$ cat src/rtl/neuron_datapath.sv
// Single-neuron datapath: loads inputs and weights from the controller's IN/BUFF phases,
// then runs a sequential MAC with bias, ReLU, shift and saturation during OUT.
module neuron_datapath #(
   parameter int                 N_INPUTS = 4,
   parameter logic signed [7:0]  BIAS     = 8'sd0,
   parameter int                 SHIFT    = 0
) (
   input  logic       clk,
   input  logic       reset,
   input  logic [1:0] state,
   input  logic [7:0] data_in,
   input  logic       data_valid,
   output logic [7:0] result,
   output logic       result_valid,
   output logic       finished,
   output logic       busy
);

   localparam int IW = (N_INPUTS > 1) ? $clog2(N_INPUTS) : 1;
   localparam logic [IW-1:0] LAST = IW'(N_INPUTS - 1);

   typedef enum logic [1:0] {MAC_IDLE, MAC_ACC, MAC_DONE} mac_state_t;

   mac_state_t mac_state, mac_next;

   logic [1:0]        prev_state;
   logic [IW-1:0]     ptr;
   logic [IW-1:0]     idx;
   logic signed [7:0] x [N_INPUTS];
   logic signed [7:0] w [N_INPUTS];
   logic signed [19:0] acc;

   logic          phase_change;
   logic          in_out;
   logic          start;
   logic          wr_en;
   logic [IW-1:0] wr_idx;
   logic [IW-1:0] ptr_next;
   logic [15:0]   prod;
   logic [19:0]   prod_ext;
   logic [20:0]   biased;
   logic [20:0]   shifted;
   logic [7:0]    sat_val;

   assign phase_change = (state != prev_state);
   assign in_out       = (state == 2'b10);
   assign start        = phase_change && in_out;
   assign wr_en        = data_valid && (state == 2'b00 || state == 2'b01);
   assign wr_idx       = phase_change ? '0 : ptr;
   assign ptr_next     = (wr_idx == LAST) ? '0 : wr_idx + 1'b1;

   // Low 16 bits of the sign-extended product equal the signed 8x8 product.
   assign prod     = {{8{x[idx][7]}}, x[idx]} * {{8{w[idx][7]}}, w[idx]};
   assign prod_ext = {{4{prod[15]}}, prod};

   assign biased  = {acc[19], acc} + {{13{BIAS[7]}}, BIAS};
   assign shifted = $unsigned($signed(biased) >>> SHIFT);
   assign sat_val = biased[20] ? 8'd0 : ((|shifted[20:8]) ? 8'hFF : shifted[7:0]);

   assign busy = (mac_state != MAC_IDLE);

   always_ff @(posedge clk or posedge reset) begin
      if (reset) mac_state <= MAC_IDLE;
      else       mac_state <= mac_next;
   end

   // Leaving OUT at any point abandons the MAC; entering OUT always restarts it.
   always_comb begin
      mac_next = mac_state;
      case (mac_state)
         MAC_IDLE: if (start) mac_next = MAC_ACC;
         MAC_ACC: begin
            if (!in_out)           mac_next = MAC_IDLE;
            else if (idx == LAST)  mac_next = MAC_DONE;
         end
         MAC_DONE: mac_next = MAC_IDLE;
         default:  mac_next = MAC_IDLE;
      endcase
      if (start) mac_next = MAC_ACC;
   end

   always_ff @(posedge clk or posedge reset) begin
      if (reset) begin
         prev_state   <= 2'b00;
         ptr          <= '0;
         idx          <= '0;
         acc          <= '0;
         result       <= '0;
         result_valid <= 1'b0;
         finished     <= 1'b0;
         for (int i = 0; i < N_INPUTS; i++) begin
            x[i] <= '0;
            w[i] <= '0;
         end
      end else begin
         prev_state   <= state;
         result_valid <= 1'b0;

         if (wr_en) begin
            if (state == 2'b00) x[wr_idx] <= data_in;
            else                w[wr_idx] <= data_in;
            ptr <= ptr_next;
         end else if (phase_change) begin
            ptr <= '0;
         end

         if (!in_out) finished <= 1'b0;

         if (start) begin
            acc <= '0;
            idx <= '0;
         end else if (mac_state == MAC_ACC && in_out) begin
            acc <= acc + $signed(prod_ext);
            idx <= idx + 1'b1;
         end else if (mac_state == MAC_DONE && in_out) begin
            result       <= sat_val;
            result_valid <= 1'b1;
            finished     <= 1'b1;
         end
      end
   end

endmodule
$ cat config.mk
export PLATFORM = sky130hd
export DESIGN_NAME = neuron_datapath
export DESIGN_NICKNAME = d
export VERILOG_FILES = /design/src/rtl/neuron_datapath.sv
export SDC_FILE = /design/constraint.sdc
export NUM_CORES = 1
export LEC_CHECK = 0
export ABC_AREA = 1
export CAP_MARGIN = 20
export CORE_ASPECT_RATIO = 1.25
export CORE_MARGIN = 5
export CORE_UTILIZATION = 30
export DETAILED_ROUTE_END_ITERATION = 8
export PLACE_DENSITY = 0.44
export SYNTH_ARGS = -nofsm -noshare
export SYNTH_HDL_FRONTEND = slang
export SYNTH_SLANG_ARGS = --single-unit
$ cat constraint.sdc
create_clock -name clk -period 5.75 [get_ports clk]
set_clock_uncertainty 0.2 [all_clocks]
set_input_delay 1.4375 -clock clk [delete_from_list [all_inputs] [get_ports clk]]
set_output_delay 1.4375 -clock clk [all_outputs]
set_load 0.005 [all_outputs]
[Yosys cells after proc, flatten, opt, wreduce, memory -nomap -nowiden]
Cells that the tools add are included.
Storage, ports and cells
  flip-flop bits (word level): 102
  latch bits: 0
  memory bits (writable): 0
  memory bits (read-only): 0
  input bits: 13
  memories: 0
Cells by class
  add/sub/neg operators: 3
  $mul: 1
  div/mod/pow operators: 0
  order comparisons: 3
  eq/ne operators: 9
  shift operators: 0
  muxes and demuxes: 30
  bitwise logic cells: 5
  reduce and logical (&&, ||, !) cells: 15
Operators with widths (count)
  $bwmux 32: 2
  $mux 8: 7
  $mux 20: 2
  $bmux 8 s2: 2
  $add 20x16->20: 1
  $demux 8 s2: 1
  $mul 8x8->16: 1
  $mux 2: 8
  $reduce_or 12->1: 1
  $eq 2x2->1 const B: 4
  $mux 1: 7
  $ge 3x3->1 const B: 2
  $not 2->3: 2
  $reduce_and 2->1: 3
  $logic_and 1x1->1: 5
  $add 2x1->2 const B: 2
  $eq 2x1->1 const B: 2
  $logic_not 2->1: 2
  $ne 4x4->1 const B: 1
  $pmux 2 s2: 1
  $reduce_bool 2->1: 2
  $lt 3x1->1 const B: 1
  $not 1->1: 3
  $reduce_and 3->1: 1
  3 further kinds: 3

[Logic depth before layout (Yosys ltp)]
Gate-level depths: netlist of run 1.
  word-level depth: 8
  gate-level depth with buffers: 29

[Least setup slack after synthesis of run 1]
No wires, ideal clock.
  path type: reg2reg
  start point: reg idx[0]
  end point: reg acc[17]
  arrival: 5.801 ns
  data required time: 5.433 ns
  slack: -0.368 ns
  stages on the path, launching flop included: 25
  period minus slack after synthesis: 6.118 ns
  cell sequence: dfrtp_1 > buf_2 > inv_2 > buf_4 > nand2_1 > a32oi_2 > inv_1 > nor2_1 > inv_1 > fa_1 > inv_1 > fa_1 > fa_1 > fa_1 > fa_1 > ha_1 > nand2_1 > inv_1 > nand3_1 > o21ai_0 > nand2_1 > nand2_1 > nand2_1 > nand3_1 > nand2_1
On the way
  cells in the longest elaborated chain, start to end: 8
  elaborated cells between the ends (all ways): 11
RTL lines
  start, declared: line 28  | logic [IW-1:0] idx;
  start signal, assigned: line 114  | idx <= idx + 1'b1;
  $not 2->3 (not written as such) (*): line 53  | assign prod = {{8{x[idx][7]}}, x[idx]} * {{8{w[idx][7]}}, w[idx]};
  $bmux 8 s2: line 53
  $mux 8 (not written as such) (2 in series): line 53
  $mul 8x8->16 (*): line 53
  $add 20x16->20 (*): line 113  | acc <= acc + $signed(prod_ext);
  $mux 20 (*): line 112  | end else if (mac_state == MAC_ACC && in_out) begin
  $mux 20 (*): line 109  | if (start) begin
  end signal, assigned: line 113
  end, declared: line 31  | logic signed [19:0] acc;
Mark *: on every way between the ends. The rest lies on a longest branch, timed or not. The select of a mux whose other input is x is not followed.
A chain may end at the register's enable or synchronous reset.

[Worst setup path in the final report of run 1]
  start point: reg idx[0]
  end point: reg acc[13]
Same word-level chain as after synthesis.

==> impl_metrics.csv, run 1 <==
group,metric,value,unit
synth,synth-edff-count,0,
synth,ys_types,33,
floorplanning,design.die.area,0.0302,mm^2
final_layout,multi_input_area,0.00482,mm^2
floorplanning,die_w,157,um
place,gp_congestion,0.836,
final_layout,drive_above_1_share,0.0838,
final_layout,layout.area.seq,0.00255,mm^2
sta,max-slew-margin-rel,0.528,
pwr,p_per_area,587,mW/mm^2
pwr,vdd_drop_max,0.463,mV
floorplanning,boundaryPins,24,
setup_path,ff2ff_setup_slack,0.31,ns
sta,setup_tns,0,ns
floorplanning,coreArea,0.0267,mm^2
setup_path,r2r-end,"acc[13]",
final_layout,fillCellCount,2821,
min_path,min_from,"result[0]",
cts,numCtsBuffers,9,
pwr,pwr-share-seq,0.165,
synth,yosys.area.top_type,"dfrtp_1",
cts,clock_sinks,102,
place,dpl.cell_count,1327,
setup_path,crit_required,5.81,ns
synth,synth_ff_type,"dfrtp_1",
cts,root_buffer,"clkbuf_16",
setup_path,cp_max_fo,16,
synth,synth.top_cells.by_count,"nand2_1, inv_1, dfrtp_1",
sta,fin_ws,0.307,ns
pwr,internal_power,2.65,mW
sta,timing.hold.ws,0.284,ns
final_layout,fin_util,0.349,
outcome,status,"finished, final reports clean",
detailed_routing,drc,0,
place,io_buffers,23,
global_route,grt_pass1_vias,6487,
synth,syn_area,0.00805,mm^2
sta,fin_crit_sh,0.947,
cts,clk_pin_slew,0.08,ns
global_route,antenna_found_initial,0,
pwr,p_leak,4.77,nW
setup_path,worstSetupEndpointType,"register",
cts,htree_levels,3,
sta,max_freq,0.184,GHz
cts,cts_hold_buf,0,
synth,netlist_instances,947,
final_layout,finalNonFillerCells,1347,
job,maxCapViolations,0,
final_layout,fin_area,0.00930,mm^2
floorplanning,row_count,67,
synth,synth_top_area_frac,0.317,
min_path,min_path_cells,2,
setup_path,arrival,5.50,ns
setup_path,reg2reg_depth,22,
global_route,grt_pass1_wl,34900,um
cts,cts_tree,"yes",
detailed_routing,dr.first_iter.drc_count,259,
synth,avgSynthCellArea,8.50,um^2
synth,yosysSeqAreaShare,0.317,
final_layout,final_nets,1149,
pwr,comb_power_share,0.720,
cts,clockBufferDepth,2,
final_layout,diodes,0,
synth,ys_top_cells_by_area,"dfrtp_1, fa_1, nand2_1, ha_1, inv_1",
global_route,grt_start_max_net_pins,56,
setup_path,worst_r2r_startpoint,"idx[0]",
sta,worstMarginPinSlew,0.708,ns
pwr,p_sw,2.81,mW
sta,finalSetupViolations,0,
pwr,sw_frac_of_total,0.514,
min_path,min_to,"result[0]",
detailed_routing,ant_nets,0,
detailed_routing,dr_total_vias,6127,
floorplanning,start_util,0.302,
place,dpl_cell_area,0.00891,mm^2
pwr,total_power,5.46,mW
sta,rsz0062_at_grt,"no",
detailed_routing,drt_wl_total,21000,um
place,dp_hpwl,16400,um
detailed_routing,avgRoutedWirePerCell,15.6,um
cts,clock_latency,0.36,ns
setup_path,startpoint_type,"register",
sta,final_hold_viol_count,0,
synth,synth-async-reset-ratio,1.00,
sta,period_needed,5.44,ns
setup_path,path_class,"register to register",
synth,yosys_warnings,0,
detailed_routing,dr.pass1.iters,5,
floorplanning,fp.dieH,193,um
final_layout,area_growth,15.5,%
place,post-place-ws,0.149,ns
synth,syn_nets,1099,
pwr,power.share.clock,0.115,
detailed_routing,viasPerCell,4.55,
sta,drv_slew,0,
global_route,gr-total-overflow,0,
min_path,hold_path_class,"register to register",
synth,post-synth-top-count-cell,"nand2_1",
synth,ys_seq_elements,102,
global_route,grt_use_total,0.148,
## repair_timing
item	in CTS	in global routing
setup buffers	0	3
resized for setup	0	13
setup endpoints to repair	0	11
## placed cells by master, fill, tap and decap left out, types with 3 or more instances in the layout
cell | netlist | layout
a21oi_1 | 33 | 33
clkdlybuf4s50_1 | 0 | 23
a32oi_1 | 13 | 8
a32oi_2 | 2 | 7
clkbuf_16 | 0 | 10
nor4_1 | 3 | 3
nand2_1 | 255 | 255
fa_1 | 88 | 88
inv_2 | 5 | 6
ha_1 | 51 | 51
o22ai_1 | 3 | 3
inv_1 | 157 | 154
nand3b_1 | 4 | 4
buf_4 | 3 | 30
nor2_1 | 74 | 72
xnor2_1 | 3 | 3
buf_12 | 0 | 4
dfrtp_1 | 102 | 101
o21ai_2 | 8 | 8
nand3_1 | 25 | 25
o21ai_0 | 83 | 82
nor2_4 | 2 | 3
## critical path: stages (launching register included)
cell	delay, ns
dfrtp_2	0.45
inv_4	0.12
buf_12	0.15
nand2_1	0.05
a32oi_1	0.22
buf_4	0.19
nand2_1	0.09
fa_1	0.54
fa_1	0.50
inv_1	0.06
fa_1	0.59
fa_1	0.46
fa_1	0.49
ha_1	0.33
nand2_1	0.11
nor2_1	0.16
nand2_1	0.07
nand2_1	0.16
nand2_1	0.13
nand3_1	0.09
nand2_1	0.05
nand3_1	0.08
nand2_1	0.06
## worst max path at each step
stage                       from  endpoint  cells after the start
after global placement    idx[0]   acc[13]                     20
after global routing      idx[0]   acc[18]                     23
after floorplan           idx[0]   acc[19]                     23
final                     idx[0]   acc[13]                     22
after detailed placement  idx[0]   acc[17]                     21
after CTS                 idx[0]   acc[17]                     21
## power groups by stage
stage	logic, mW	clock network, mW	registers, mW
6_report	3.93	0.627	0.903
5_1_grt	4.58	0.674	0.920
4_1_cts	4.01	0.645	0.905
3_5_place_dp	3.98	0	0.918
3_3_place_gp	3.99	0	0.919
2_1_floorplan	2.81	0	0.886
## metal layers
layer / wire length (um) / GRT usage / part of all wire / vias to the layer above
met2: 11000 / 0.269 / 0.52 / 83
met1: 9100 / 0.181 / 0.43 / 2962
li1: - / - / - / 3056
met4: 447 / 0.0461 / 0.021 / 0
met5: 0 / 0 / 0 / -
met3: 489 / 0.0188 / 0.023 / 26
## kinds of logic after synthesis
kind of cell | synth area share
buffers and inverters | 0.0895
AND/OR/NAND/NOR | 0.183
AO/OA/AOI/OAI | 0.107
adder cells (fa/ha/maj) | 0.298
flip-flops | 0.317
XOR/XNOR | 0.00544
## sequential cells by signal, summed over array words and instances (netlist names)
signal	flops
acc	20
finished	1
idx	2
mac_state	2
prev_state	2
ptr	2
result	8
result_valid	1
w	32
x	32
## cell type report
class,count,share of cell area
inverters,162,0.0659
flip-flops and latches,102,0.275
well taps,345,0.0464
clock buffers,10,0.0257
clock inverters,6,0.00565
repair buffers,60,0.0627
multi-input cells,662,0.519
Power figures use the tool's default switching activity.
==> run 2: changes to the inputs <==
- CAP_MARGIN: 20 -> unset
==> results of run 2 <==
Same layout as run 1: the final DEF is identical, and so are final timing and power.
